File: src/rtl/strobe_sched_ctrl_if.sv
// Channel-side bundle for strobe_sched_ctrl: config handshake, user word
// handshake with marker, and the strobe generator's online/interval/strobe.
// master = the controller, slave = the surrounding datapath/generator.
interface strobe_sched_ctrl_if #(
  parameter int MP_W = 8
);
  logic            cfg_valid;
  logic            cfg_ready;
  logic [15:0]     cfg_interval;
  logic [MP_W-1:0] cfg_period;
  logic            word_valid;
  logic            word_ready;
  logic            user_marker;
  logic            online;
  logic [15:0]     interval;
  logic            user_strobe;

  modport master (
    input  cfg_valid, cfg_interval, cfg_period, word_valid, user_strobe,
    output cfg_ready, word_ready, user_marker, online, interval
  );

  modport slave (
    output cfg_valid, cfg_interval, cfg_period, word_valid, user_strobe,
    input  cfg_ready, word_ready, user_marker, online, interval
  );
endinterface

File: src/rtl/strobe_sched_ctrl.sv
// Strobe/marker sequencing controller for an AIB user channel.
// Brings the channel online after link-up plus a settle delay, gates the user
// word handshake, tags the last word of each marker period, and applies new
// interval/period settings only at a period boundary behind a short offline gap.
// Optional strobe watchdog: define STROBE_SCHED_CHECK_EN to build it.
module strobe_sched_ctrl #(
  parameter int MP_W          = 8,
  parameter int SETTLE_CYCLES = 4,
  parameter int RECFG_GAP     = 2,
  parameter int WDOG_SLACK    = 4
) (
  input  logic                clk,
  input  logic                rst_n,
  input  logic                enable,
  input  logic                link_ready,
  strobe_sched_ctrl_if.master bus,
  output logic [1:0]          state,
  output logic                strobe_err
);

  typedef enum logic [1:0] {
    ST_OFFLINE = 2'd0,
    ST_SETTLE  = 2'd1,
    ST_RUN     = 2'd2,
    ST_GAP     = 2'd3
  } state_t;

  // One shared down-counter times both SETTLE and GAP.
  localparam int TMR_MAX = (SETTLE_CYCLES > RECFG_GAP) ? SETTLE_CYCLES : RECFG_GAP;
  localparam int TMR_W   = (TMR_MAX > 1) ? $clog2(TMR_MAX) : 1;
  localparam logic [TMR_W-1:0] SETTLE_LD = TMR_W'(SETTLE_CYCLES - 1);
  localparam logic [TMR_W-1:0] GAP_LD    = TMR_W'(RECFG_GAP - 1);
  localparam logic [TMR_W-1:0] TMR_ONE   = TMR_W'(1);
  localparam logic [MP_W-1:0]  CNT_ONE   = MP_W'(1);

  state_t          st_q;
  logic [TMR_W-1:0] tmr_q;
  logic [15:0]     interval_q;
  logic [MP_W-1:0] period_q;
  logic [MP_W-1:0] cnt_q;
  logic            pend_q;
  logic [15:0]     pend_interval_q;
  logic [MP_W-1:0] pend_period_q;

  logic            drop;
  logic            hs;
  logic            cfg_fire;
  logic            at_end;
  logic            gap_go;
  logic [MP_W-1:0] eff_m1;

  assign drop     = !enable || !link_ready;
  assign hs       = bus.word_valid && bus.word_ready;
  assign cfg_fire = bus.cfg_valid && !pend_q;
  // A period of 0 behaves as 1, so the last-word index is 0 in both cases.
  assign eff_m1   = (period_q == '0) ? '0 : (period_q - CNT_ONE);
  assign at_end   = (cnt_q == eff_m1);
  assign gap_go   = (st_q == ST_RUN) && pend_q && (cnt_q == '0) && !hs;

  assign state           = st_q;
  assign bus.online      = (st_q == ST_RUN);
  assign bus.word_ready  = (st_q == ST_RUN);
  assign bus.cfg_ready   = !pend_q;
  assign bus.user_marker = hs && at_end;
  assign bus.interval    = interval_q;

  // Channel FSM plus applied/pending configuration; a link drop overrides every transition.
  always_ff @(posedge clk or negedge rst_n) begin
    if (!rst_n) begin
      st_q       <= ST_OFFLINE;
      tmr_q      <= '0;
      interval_q <= 16'h0;
      period_q   <= CNT_ONE;
      pend_q     <= 1'b0;
    end else if (drop) begin
      st_q <= ST_OFFLINE;
      if (pend_q) begin
        interval_q <= pend_interval_q;
        period_q   <= pend_period_q;
        pend_q     <= 1'b0;
      end else if (cfg_fire) begin
        interval_q <= bus.cfg_interval;
        period_q   <= bus.cfg_period;
      end
    end else begin
      case (st_q)
        ST_OFFLINE: begin
          st_q  <= ST_SETTLE;
          tmr_q <= SETTLE_LD;
        end
        ST_SETTLE: begin
          if (tmr_q == '0) st_q <= ST_RUN;
          else             tmr_q <= tmr_q - TMR_ONE;
        end
        ST_RUN: begin
          if (gap_go) begin
            st_q       <= ST_GAP;
            tmr_q      <= GAP_LD;
            interval_q <= pend_interval_q;
            period_q   <= pend_period_q;
            pend_q     <= 1'b0;
          end
        end
        ST_GAP: begin
          if (tmr_q == '0) st_q <= ST_RUN;
          else             tmr_q <= tmr_q - TMR_ONE;
        end
        default: st_q <= ST_OFFLINE;
      endcase
      // While the generator is not running a new config can land directly;
      // otherwise it waits for the next period boundary. gap_go implies
      // pend_q, so cfg_fire and GAP entry never collide on pend_q.
      if (cfg_fire) begin
        if (st_q == ST_OFFLINE || st_q == ST_SETTLE) begin
          interval_q <= bus.cfg_interval;
          period_q   <= bus.cfg_period;
        end else begin
          pend_q <= 1'b1;
        end
      end
    end
  end

  // Capture of the offered config; only meaningful while pend_q is set.
  always_ff @(posedge clk) begin
    if (cfg_fire) begin
      pend_interval_q <= bus.cfg_interval;
      pend_period_q   <= bus.cfg_period;
    end
  end

  // Accepted-word counter within the marker period; cleared by a link drop.
  always_ff @(posedge clk or negedge rst_n) begin
    if (!rst_n)      cnt_q <= '0;
    else if (drop)   cnt_q <= '0;
    else if (hs)     cnt_q <= at_end ? '0 : (cnt_q + CNT_ONE);
  end

`ifdef STROBE_SCHED_CHECK_EN
  logic        wd_armed_q;
  logic [16:0] wd_cnt_q;
  logic        err_q;
  logic [16:0] wd_load;

  assign wd_load    = {1'b0, interval_q} + 17'(WDOG_SLACK) + 17'd1;
  assign strobe_err = err_q;

  // Strobe watchdog: armed by a marker, disarmed by a strobe or leaving RUN; expiry or an offline strobe is a sticky error.
  always_ff @(posedge clk or negedge rst_n) begin
    if (!rst_n) begin
      wd_armed_q <= 1'b0;
      wd_cnt_q   <= '0;
      err_q      <= 1'b0;
    end else begin
      if (st_q != ST_RUN) begin
        wd_armed_q <= 1'b0;
      end else if (wd_armed_q) begin
        if (bus.user_strobe) begin
          wd_armed_q <= 1'b0;
        end else if (wd_cnt_q <= 17'd1) begin
          wd_armed_q <= 1'b0;
          wd_cnt_q   <= '0;
          err_q      <= 1'b1;
        end else begin
          wd_cnt_q <= wd_cnt_q - 17'd1;
        end
      end else if (bus.user_marker) begin
        wd_armed_q <= 1'b1;
        wd_cnt_q   <= wd_load;
      end
      if (bus.user_strobe && (st_q != ST_RUN)) err_q <= 1'b1;
    end
  end
`else
  logic unused_strobe;
  assign unused_strobe = bus.user_strobe;
  assign strobe_err    = 1'b0;
`endif

endmodule

File: src/flat_wrapper.sv
// flat-port wrapper written by rule: the top's interface ports become plain ports
module strobe_sched_ctrl_flat 
#(
  parameter int MP_W          = 8,
  parameter int SETTLE_CYCLES = 4,
  parameter int RECFG_GAP     = 2,
  parameter int WDOG_SLACK    = 4
)
  (clk, rst_n, enable, link_ready, state, strobe_err, bus_cfg_valid, bus_cfg_interval, bus_cfg_period, bus_word_valid, bus_user_strobe, bus_cfg_ready, bus_word_ready, bus_user_marker, bus_online, bus_interval);
  strobe_sched_ctrl_if #(.MP_W(MP_W)) bus_i ();
  input  logic clk;
  input  logic rst_n;
  input  logic enable;
  input  logic link_ready;
  output logic [1:0] state;
  output logic strobe_err;
  input wire logic [$bits(bus_i.cfg_valid)-1:0] bus_cfg_valid;
  input wire logic [$bits(bus_i.cfg_interval)-1:0] bus_cfg_interval;
  input wire logic [$bits(bus_i.cfg_period)-1:0] bus_cfg_period;
  input wire logic [$bits(bus_i.word_valid)-1:0] bus_word_valid;
  input wire logic [$bits(bus_i.user_strobe)-1:0] bus_user_strobe;
  output wire logic [$bits(bus_i.cfg_ready)-1:0] bus_cfg_ready;
  output wire logic [$bits(bus_i.word_ready)-1:0] bus_word_ready;
  output wire logic [$bits(bus_i.user_marker)-1:0] bus_user_marker;
  output wire logic [$bits(bus_i.online)-1:0] bus_online;
  output wire logic [$bits(bus_i.interval)-1:0] bus_interval;
  assign bus_i.cfg_valid = bus_cfg_valid;
  assign bus_i.cfg_interval = bus_cfg_interval;
  assign bus_i.cfg_period = bus_cfg_period;
  assign bus_i.word_valid = bus_word_valid;
  assign bus_i.user_strobe = bus_user_strobe;
  assign bus_cfg_ready = bus_i.cfg_ready;
  assign bus_word_ready = bus_i.word_ready;
  assign bus_user_marker = bus_i.user_marker;
  assign bus_online = bus_i.online;
  assign bus_interval = bus_i.interval;
  strobe_sched_ctrl #(.MP_W(MP_W), .SETTLE_CYCLES(SETTLE_CYCLES), .RECFG_GAP(RECFG_GAP), .WDOG_SLACK(WDOG_SLACK)) u_core (.clk(clk), .rst_n(rst_n), .enable(enable), .link_ready(link_ready), .bus(bus_i), .state(state), .strobe_err(strobe_err));
endmodule
File: config.mk
export PLATFORM = sky130hd
export DESIGN_NAME = strobe_sched_ctrl_flat
export DESIGN_NICKNAME = d
export VERILOG_FILES = /design/src/rtl/strobe_sched_ctrl_if.sv /design/src/rtl/strobe_sched_ctrl.sv /design/src/flat_wrapper.sv
export SDC_FILE = /design/constraint.sdc
export NUM_CORES = 1
export LEC_CHECK = 0
export CELL_PAD_IN_SITES_DETAIL_PLACEMENT = 0
export CELL_PAD_IN_SITES_GLOBAL_PLACEMENT = 2
export CORE_MARGIN = 5
export CORE_UTILIZATION = 29
export CTS_CLUSTER_DIAMETER = 100
export CTS_CLUSTER_SIZE = 24
export DETAILED_ROUTE_END_ITERATION = 6
export HOLD_SLACK_MARGIN = 0.15
export PLACE_DENSITY_LB_ADDON = 0.1
export SLEW_MARGIN = 20
export SYNTH_ARGS = -nofsm -noshare
export SYNTH_HDL_FRONTEND = slang
export SYNTH_SLANG_ARGS = --single-unit
File: constraint.sdc
create_clock -name clk -period 7.1 [get_ports clk]
set_input_delay 0.71 -clock clk [delete_from_list [all_inputs] [get_ports clk]]
set_output_delay 0.71 -clock clk [all_outputs]
set_load 0.05 [all_outputs]
### Yosys cells after proc, flatten, opt, wreduce, memory -nomap -nowiden

Index checks and enable logic that the tools add are counted.

| storage, ports and cells | value |
|---|---|
| input port bits | 31 |
| flip-flop bits (word level) | 61 |
| word-level logic and storage cells | 71 |
| output and inout port bits | 23 |

| cells by class | value |
|---|---|
| equal/unequal tests | 9 |
| $add $sub $neg | 3 |
| reduce and logical (&&, ||, !) cells | 20 |
| mux-type cells | 30 |
| bitwise operators | 1 |

Operators by type and width:

| cell | count |
|---|---|
| 16-bit two-way mux | 7 |
| 8-bit two-way mux | 11 |
| 8-bit zero test | 2 |
| 2-bit one-hot mux with 3 select lines | 2 |
| 2-bit two-way mux | 5 |
| 8-bit by 1-bit adder with 8-bit output (second input constant) | 1 |
| 8-bit == test | 1 |
| 8-bit by 1-bit subtractor with 8-bit output (second input constant) | 1 |
| 1-bit logical AND | 6 |
| 1-bit two-way mux | 5 |
| 2-bit == test (second input constant) | 2 |
| 1-bit zero test | 4 |
| 2-bit zero test | 2 |
| 2-bit != test (second input constant) | 2 |
| 3-bit by 1-bit != test with 1-bit output (second input constant) | 1 |
| 3-bit by 2-bit != test with 1-bit output (second input constant) | 1 |
| 3-bit != test (second input constant) | 1 |
| 3-bit AND reduction | 1 |
| 2-bit by 1-bit == test with 1-bit output (second input constant) | 1 |
| 1-bit logical OR | 2 |
| 2-bit AND reduction | 1 |
| 2-bit nonzero test | 1 |
| 2-bit OR reduction | 1 |
| 2-bit by 1-bit subtractor with 2-bit output (second input constant) | 1 |
| 1-bit NOT | 1 |

### Depth between registers and ports, before layout

Gate-level depths: netlist of run 1.

| logic depth | value |
|---|---|
| depth in word-level cells | 9 |
| gate-level depth with buffers | 9 |
| gate-level depth less buffers | 8 |

### Least setup slack after synthesis of run 1

Ideal clock, no wire load.

| path | value |
|---|---|
| path type | register to output |
| from | register u_core.period_q[0] |
| to | output bus_user_marker |
| setup slack | 3399 ps |
| arrival | 2991 ps |
| buffers on the path | 1 |
| required time | 6390 ps |
| cell stages (with the launch flop) | 9 |
| path through | dfstp_2 inv_1 ha_1 buf_6 nor3b_1 or4_4 nand3_1 nand4_4 nor3_1 |

| on the way | value |
|---|---|
| cells in the longest elaborated chain, start to end | 4 |
| elaborated cells between the ends (all ways) | 5 |
| classes of those cells | add/sub: 1; eq/ne: 1; mux: 1; reduce/logical: 2 |

Ends and longest elaborated chain:

| what | RTL line | RTL |
|---|---|---|
| start, declared | strobe_sched_ctrl.sv:39 | `logic [MP_W-1:0] period_q;` |
| start signal, assigned | strobe_sched_ctrl.sv:79 | `period_q <= pend_period_q;` |
| start signal, assigned | strobe_sched_ctrl.sv:83 | `period_q <= bus.cfg_period;` |
| start signal, assigned | strobe_sched_ctrl.sv:100 | `period_q <= pend_period_q;` |
| 8-bit by 1-bit subtractor with 8-bit output or 8-bit zero test (tied branches) | strobe_sched_ctrl.sv:56 | `assign eff_m1 = (period_q == '0) ? '0 : (period_q - CNT_ONE);` |
| 8-bit two-way mux (*) | strobe_sched_ctrl.sv:56 |  |
| 8-bit == test (*) | strobe_sched_ctrl.sv:57 | `assign at_end = (cnt_q == eff_m1);` |
| 1-bit logical AND (*) | strobe_sched_ctrl.sv:64 | `assign bus.user_marker = hs && at_end;` |
| end, declared | flat_wrapper.sv:24 | `output wire logic [$bits(bus_i.user_marker)-1:0] bus_user_marker;` |

Every way passes the cells marked *; elsewhere a longest branch is shown, timed or not.

### Worst setup path after layout of run 1

Same ends and word-level chain as after synthesis.

==> reports/metrics.cfg, run 1 <==
[status]
status=completed

[cells_and_area]
layout.nets=456
synthToLayoutAreaGrowth_pct=23.4
antenna_cells=0
drive_above_1_share_pct=7.51
final_common_cell=nor2_1
layout_common_cells=nor2_1, clkdlybuf4s50_1, mux2i_1

[grt]
grt_pass1_vias=2986
grt_pass1_wl_mm=16.5
grt_overflow=0
grt_util_all_layers_pct=14.2
grt_max_degree=51
grt_antenna_before_repair=0

[sta]
worst_slew_pin_slew_ns=1.00
relSlewSlack_pct=33.2
setup_tns_ns=0
rsz0062_at_grt=no
finalHoldViolCount=0
setup_viol=0
fmax_mhz=242
fin_crit_ns=4.13
slew_viol_final=0
min_period_over_period_pct=58.1
clock_skew_ns=0.00455
fin_ws_ns=2.97

[worst_setup_path]
cp.arrival_ns=3.42
crit_required_ns=6.39
path_class=register to output port
worstPathMaxFanout=9
startpoint_type=register
cp-end-kind=output port
rr_worst_depth=8

[synth]
async_flop_share_pct=60.7
synth.distinct_cells=53
ys.flop_type=dfrtp_1
synth_edf_count=24
yosysWarnings=0
ys_ff_latch=61
synth_nets=422
avgSynthCellArea_um2=9.73
syn-cell-area_um2=3770
syn_inst=387
synth-seq-area-share_pct=43.8

[detailed_routing]
drt-total-wl_mm=10.3
first_pass_iters=4
drc=0
wl_per_cell_um=17.2
num_vias=2982
ant_nets=0
via_per_inst=4.99
first_iter_violations=174

[floorplan]
rows=41
die_x_um=124
core_um2=12700
io_pins=54
dieHeight_um=124
start_util_pct=29.7
die_area_um2=15400

[pwr]
peakVddDrop_mv=0.115
leakage_nw=1.99
cellPowerDensity_nw_per_um2=249
power_mw=1.16

[clocking]
clock-sinks=61
htreeDepth=3
cts_made_buffers=9
ctsHoldBuffers=0
cts_resized=0
clk_latency_ns=0.33
root_buffer=clkbuf_16
clkTransAtPathRegs_ns=0.05
cts_tree=yes
cts_buffer_depth=2
cts_setup_buffers=0

[worst_hold_path]
hp-class=input port to async pin

[place]
place_ws_ns=3.29
gp_congestion=0.682
numPortBuffers=51
dpl.hpwl_mm=6.14

[flow_run]
maxCapViolations=0

-- registers in the layout, summed over array words and instances, names as in the netlist --
register                cells
u_core.tmr_q                2
u_core.bus.interval        16
u_core.cnt_q                8
u_core.pend_q               1
u_core.state                2
u_core.pend_interval_q     16
u_core.pend_period_q        8
u_core.period_q             8
-- cells in the mapped netlist, drive strengths merged, types with 6 or more instances --
library cell  instances  share of area [%]
o21ai                31                4.1
inv                   9               0.90
mux2i                49                 13
o22ai                 7                1.2
dfrtp                36                 24
xnor2                 6                1.4
nand2                16                1.6
nor2                 55                5.5
a211o                22                5.1
nand3                 6               0.80
nor3                  6               0.80
buf                  12                2.3
edfxtp               24                 19
a21oi                34                4.6
clkbuf               20                2.5
-- logic make-up after synthesis --
group	share of synthesized area (%)
XOR/XNOR	1.86
AO/OA/AOI/OAI	18.3
other	0.0996
adder cells (fa/ha/maj)	1.33
buffers and inverters	6.81
flip-flops	43.8
multiplexers	13.3
AND/OR/NAND/NOR	14.5
-- cell type report --
| type | count | area (um2) |
|---|---|---|
| clock buffers | 11 | 233 |
| clock inverters | 5 | 98.8 |
| fillers | 1280 | 8020 |
| inverters | 9 | 33.8 |
| multi-input cells | 283 | 1870 |
| flip-flops and latches | 61 | 1650 |
| well taps | 172 | 215 |
| repair buffers | 57 | 553 |
-- worst max-delay path: stages (launching register included) --
cell and delay (ns):
dfstp_2 0.59, inv_1 0.07, ha_1 0.30, nor3b_1 0.24
or4_4 0.50, nand3_1 0.16, nand4_4 0.19, nor3_1 0.21
clkdlybuf4s50_1 0.83
-- through the flow --
step,hold WS [ns],cell area [um2],utilization [%],cells
after floorplan,0.414,3770,-,387
after global placement,0.532,4310,34.0,582
after detailed placement,0.537,4310,34.0,582
after CTS,0.550,4650,36.7,598
after global routing,0.423,4650,36.7,598
final,0.380,4650,36.7,598
-- final timing paths --
kind,start,to,slack (ns)
setup / recovery,u_core.period_q[0],bus_user_marker,2.97
hold reg to reg,u_core.tmr_q[1],u_core.tmr_q[1],0.55
hold / removal,rst_n,u_core.tmr_q[0],0.38
min in group clk,u_core.tmr_q[1],u_core.tmr_q[1],0.55
setup reg to reg,u_core.period_q[0],u_core.cnt_q[0],4.59
max in group asynchronous,rst_n,u_core.period_q[7],6.33
-- routing by layer --
| metal | track usage [%] | routed length [um] |
|---|---|---|
| met1 | 18.7 | 4850 |
| met2 | 22.8 | 5000 |
| met3 | 3.86 | 357 |
| met4 | 4.11 | 78 |
| met5 | 0 | 0 |
-- power breakdown --
group,leakage (nW),total [mW],internal (mW),switching (mW)
Combinational,1.13,0.230,0.0924,0.138
Sequential,0.695,0.428,0.398,0.0296
Clock,0.161,0.499,0.341,0.158
(Power assumes the default switching activity.)
==> inputs of run 2 (changes only) <==
- clock period: 7.1 -> 3.8 ns (I/O delays scaled with it)
==> run 2 against run 1 <==
Final cell count stayed put. Cell area is 0.94% lower. Sequential share of layout area is 0.34 points higher. Non-clock buffer count is the same. Power is 76% higher. Die area unchanged. Clock-buffer cell count did not move. Critical endpoint unchanged. Largest power group unchanged.
==> reports/metrics.cfg, run 2 (synthesis results as in run 1) <==
[floorplan]
io_pins=54  ; unchanged
dieHeight_um=124  ; unchanged
start_util_pct=29.7  ; unchanged
die_area_um2=15400  ; unchanged
rows=41  ; unchanged
core_um2=12700  ; unchanged
die_x_um=124  ; unchanged

[clocking]
cts_resized=0  ; unchanged
root_buffer=clkbuf_16
ctsHoldBuffers=0  ; unchanged
cts_made_buffers=9  ; unchanged
cts_setup_buffers=0  ; unchanged
clkTransAtPathRegs_ns=0.06  ; about the same
clock-sinks=61  ; unchanged
clk_latency_ns=0.33  ; about the same
htreeDepth=3  ; unchanged
cts_buffer_depth=2  ; unchanged
cts_tree=yes

[cells_and_area]
final_core_util_pct=36.3  ; -0.35 points
final_common_cell=nor2_1
synthToLayoutAreaGrowth_pct=22.3
layout.nets=456  ; unchanged
drive_above_1_share_pct=7.75  ; +0.23 points
antenna_cells=0  ; unchanged
layout_common_cells=nor2_1, mux2i_1, clkdlybuf4s50_1

[grt]
grt_antenna_before_repair=0  ; unchanged
grt_overflow=0  ; unchanged
grt_util_all_layers_pct=13.9  ; -0.25 points
grt_pass1_wl_mm=16.5  ; -0.38%
grt_pass1_vias=3055  ; +2.3%
grt_max_degree=51  ; unchanged

[worst_setup_path]
cp-end-kind=output port
crit_chain=inv_1 -> ha_1 -> nor3b_1 -> or4_4 -> nand3_1 -> nand4_4 -> nor3_1 -> buf_4
crit_required_ns=3.42  ; -2.97 ns
path_class=register to output port
cp.arrival_ns=2.84  ; -0.58 ns
critPathTopFamily=simple AND/OR/NAND/NOR gates
max_stage_delay_ns=0.60  ; -0.23 ns
worstPathMaxFanout=9  ; unchanged
critical_path_buf_inv_count=2  ; unchanged
startpoint_type=register
crit_slowest_cell=dfstp_2

[detailed_routing]
via_per_inst=4.94  ; -0.91%
num_vias=2955  ; -0.91%
drc=0  ; unchanged
first_iter_violations=145  ; -17%
first_pass_iters=4  ; unchanged
ant_nets=0  ; unchanged
wl_per_cell_um=16.8  ; -2.2%
drt-total-wl_mm=10.1  ; -2.2%

[sta]
setup_viol=0  ; unchanged
rsz0062_at_grt=no
fmax_mhz=311
finalHoldViolCount=0  ; unchanged
setup_tns_ns=0  ; unchanged
relSlewSlack_pct=34.1  ; +0.89 points
min_period_over_period_pct=84.7
slew_viol_final=0  ; unchanged
clock_skew_ns=0.00737  ; +0.00282 ns
fin_crit_ns=3.22
worst_slew_pin_slew_ns=0.988  ; -0.0133 ns

[pwr]
peakVddDrop_mv=0.193  ; +68%
p_switching_mw=0.606  ; +86%
comb_power_share_pct=20.9  ; +1.0 points
cellPowerDensity_nw_per_um2=444  ; +78%
power.share.clock_pct=39.9  ; -3.2 points
pwr-share-seq_pct=39.1  ; +2.1 points
p_int_mw=1.44  ; +73%
power_mw=2.04  ; +76%
netSwitchingFraction_pct=29.7  ; +1.6 points
leakage_nw=1.97  ; -0.97%

[status]
status=completed

[place]
numPortBuffers=51  ; unchanged
gp_congestion=0.705  ; +3.4%
dpl.hpwl_mm=6.25  ; +1.8%

[worst_hold_path]
hp-class=input port to async pin

[flow_run]
maxCapViolations=0  ; unchanged

run 2: final timing paths:
path | startpoint | depth (start not counted) | to | slack (ns)
worst max-delay path | u_core.period_q[0] | 8 | bus_user_marker | 0.58
worst min-delay path | rst_n | 1 | u_core.bus.interval[2] | 0.20
worst max register to register | u_core.period_q[0] | 8 | u_core.cnt_q[3] | 1.30
worst min register to register | u_core.state[0] | 1 | u_core.tmr_q[0] | 0.54
max in group asynchronous | rst_n | 1 | u_core.period_q[2] | 3.01
min in group clk | u_core.state[0] | 1 | u_core.tmr_q[0] | 0.54
run 2: area by class of cell:
cell class	count	area (um2)
fillers	1323	8070
clock buffers	11	243
repair buffers	57	548
clock inverters	5	50.0
inverters	9	33.8
multi-input cells	283	1870
flip-flops and latches	61	1650
well taps	172	215
run 2: layer usage:
metal | GRT usage, % | part of all wire [%] | vias to the layer above
met4 | 4.18 | 0.92 | 0
met2 | 22.8 | 47 | 28
met5 | 0 | 0 | -
met3 | 3.54 | 3.3 | 5
met1 | 18.1 | 48 | 1455
li1 | - | - | 1467
run 2: power by group through the flow:
stage | Clock (mW) | Sequential (mW) | Combinational [mW]
CTS | 0.841 | 0.800 | 0.436
global placement | 0 | 0.812 | 0.432
finish | 0.816 | 0.799 | 0.428
detailed placement | 0 | 0.812 | 0.433
global route | 0.872 | 0.808 | 0.472
floorplan | 0 | 0.881 | 0.215
run 2: worst reg2reg max path, cell delays in order, from the launching register on:
cell and delay (ns):
dfstp_2 0.60, inv_1 0.08, ha_1 0.30, nor3b_1 0.24
or4_4 0.50, nand3_1 0.14, nand4_4 0.19, o22ai_1 0.23
a21oi_1 0.10
run 2: through the flow:
stage	hold slack, ns	std cells	instance area, um2	worst slack (ns)
floorplan	0.0844	387	3770	0.429
global placement	0.539	582	4310	0.945
detailed placement	0.543	582	4310	0.928
CTS	0.246	598	4600	0.564
global route	0.286	598	4600	0.347
finish	0.204	598	4600	0.583
==> inputs of run 3 (changes only) <==
- clock period: 3.8 -> 3 ns (I/O delays scaled with it)
==> run 3 against run 2 <==
Hold slack gained 0.32 ns. Flip-flop and latch count is the same. Combinational power grew 30%. Worst setup slack lost 0.45 ns. Critical path depth is the same. Cell area grew 0.87%. Sequential share of layout area shrank 0.31 points. Clock skew shrank 0.0021 ns. Routed wire length grew 2.0%. Non-clock buffer count grew 5. Die area is the same.
==> reports/metrics.cfg, run 3 (synthesis results as in run 1) <==
[status]
status=completed

[worst_setup_path]
startpoint_type=register
crit_start=u_core.period_q[0]
crit_required_ns=2.70  ; -0.72 ns
cp.arrival_ns=2.56  ; -0.28 ns
r2r-start=u_core.period_q[0]
cp-end-kind=output port
worstPathMaxFanout=8  ; -1
path_class=register to output port

[clocking]
root_buffer=clkbuf_16
htreeDepth=3  ; unchanged
cts_setup_buffers=0  ; unchanged
clk_latency_ns=0.33  ; about the same
cts_made_buffers=9  ; unchanged
cts_tree=yes
clock-sinks=61  ; unchanged
clkTransAtPathRegs_ns=0.05  ; about the same
cts_buffer_depth=2  ; unchanged

[detailed_routing]
drc=0  ; unchanged
wl_per_cell_um=17.0  ; +1.1%
drt-total-wl_mm=10.3  ; +2.0%
ant_nets=0  ; unchanged
first_iter_violations=136  ; -6.2%
num_vias=3003  ; +1.6%
first_pass_iters=4  ; unchanged
via_per_inst=4.98  ; +0.78%

[place]
numPortBuffers=51  ; unchanged
dpl.hpwl_mm=6.38  ; +2.2%
place_ws_ns=0.284  ; -0.645 ns
gp_congestion=0.695  ; -1.4%

[pwr]
leakage_nw=1.99  ; +1.4%
peakVddDrop_mv=0.226  ; +17%
cellPowerDensity_nw_per_um2=536  ; +21%
power_mw=2.49  ; +22%

[grt]
grt_max_degree=39  ; -24%
grt_antenna_before_repair=0  ; unchanged
grt_util_all_layers_pct=14.3  ; +0.37 points
grt_overflow=0  ; unchanged
grt_pass1_vias=3133  ; +2.6%
grt_pass1_wl_mm=16.9  ; +2.4%

[cells_and_area]
final_core_util_pct=36.7  ; +0.32 points
drive_above_1_share_pct=9.28  ; +1.5 points
layout.nets=461  ; +1.1%
final_common_cell=nor2_1
synthToLayoutAreaGrowth_pct=23.3
antenna_cells=0  ; unchanged
layout_common_cells=nor2_1, mux2i_1, clkdlybuf4s50_1
fillCellCount=1313  ; -0.76%

[sta]
relSlewSlack_pct=62.5  ; +28 points
setup_viol=0  ; unchanged
min_period_over_period_pct=95.5
fin_ws_ns=0.136  ; -0.447 ns
clock_skew_ns=0.00528  ; -0.00209 ns
rsz0062_at_grt=no
fmax_mhz=349
setup_tns_ns=0  ; unchanged
finalHoldViolCount=0  ; unchanged
worst_slew_pin_slew_ns=0.562  ; -0.426 ns
slew_viol_final=0  ; unchanged
fin_crit_ns=2.86

[floorplan]
dieHeight_um=124  ; unchanged
core_um2=12700  ; unchanged
die_x_um=124  ; unchanged
start_util_pct=29.7  ; unchanged
io_pins=54  ; unchanged
die_area_um2=15400  ; unchanged
rows=41  ; unchanged

[worst_hold_path]
hp-class=input port to async pin

[flow_run]
maxCapViolations=0  ; unchanged

run 3: cell types whose count changed in the layout (fill, tap and decap cells not counted), sizes merged:
cell	before	now
buf	8	12
clkinv	3	5
bufinv	1	0
clkbuf	11	10
dlygate4sd3	0	1
run 3: metrics by stage:
step                      cell area, um2  hold WS [ns]  instances
final                               4640         0.522        603
after global routing                4640         0.575        603
after CTS                           4630         0.175        602
after detailed placement            4360         0.525        586
after global placement              4360         0.532        586
after floorplan                     3770       0.00441        387
run 3: final timing paths:
path | end | slack, ns | cells past startpoint
min reg2reg | u_core.tmr_q[0] | 0.53 | 1
min | u_core.cnt_q[7] | 0.52 | 2
max in group asynchronous | u_core.bus.interval[15] | 2.10 | 2
min in group clk | u_core.tmr_q[0] | 0.53 | 1
max | bus_user_marker | 0.14 | 8
max reg2reg | u_core.cnt_q[3] | 0.53 | 9
run 3: cell type report:
type / instances / area [um2] / share of cell area (%)
clock inverter: 6 / 30.0 / 0.647
multi-input combinational: 283 / 1890 / 40.6
tap: 172 / 215 / 4.63
timing repair buffer: 62 / 603 / 13.0
inverter: 9 / 33.8 / 0.727
clock buffer: 10 / 229 / 4.93
sequential: 61 / 1650 / 35.5
run 3: per-layer routing:
metal	up-vias	track usage (%)	share of wire, %
met5	-	0	0
met4	0	4.79	1.5
met3	13	2.86	2.7
met2	41	23.4	47
met1	1461	18.9	48
li1	1488	-	-
run 3: critical path: stages (launching register included):
cell and delay [ns]:
dfstp_2 0.59, inv_1 0.08, ha_2 0.24, nor3b_2 0.21, or4_4 0.50, nand3_1 0.14, nand4_4 0.13, nor3_4 0.19
buf_12 0.17
run 3: repair_timing:
action                     4_1_cts  5_1_grt
hold buffers                     0        1
hold endpoints to repair         0       36
gates cloned                     0        0
resized for setup                2        1
pin swaps                        0        1
setup endpoints to repair        1        1
run 3: report_power, final:
part	switching (mW)	leakage [nW]	internal, mW
Sequential	0.0708	0.695	0.943
Clock	0.373	0.127	0.548
Combinational	0.330	1.17	0.227
Total	0.774	1.99	1.72
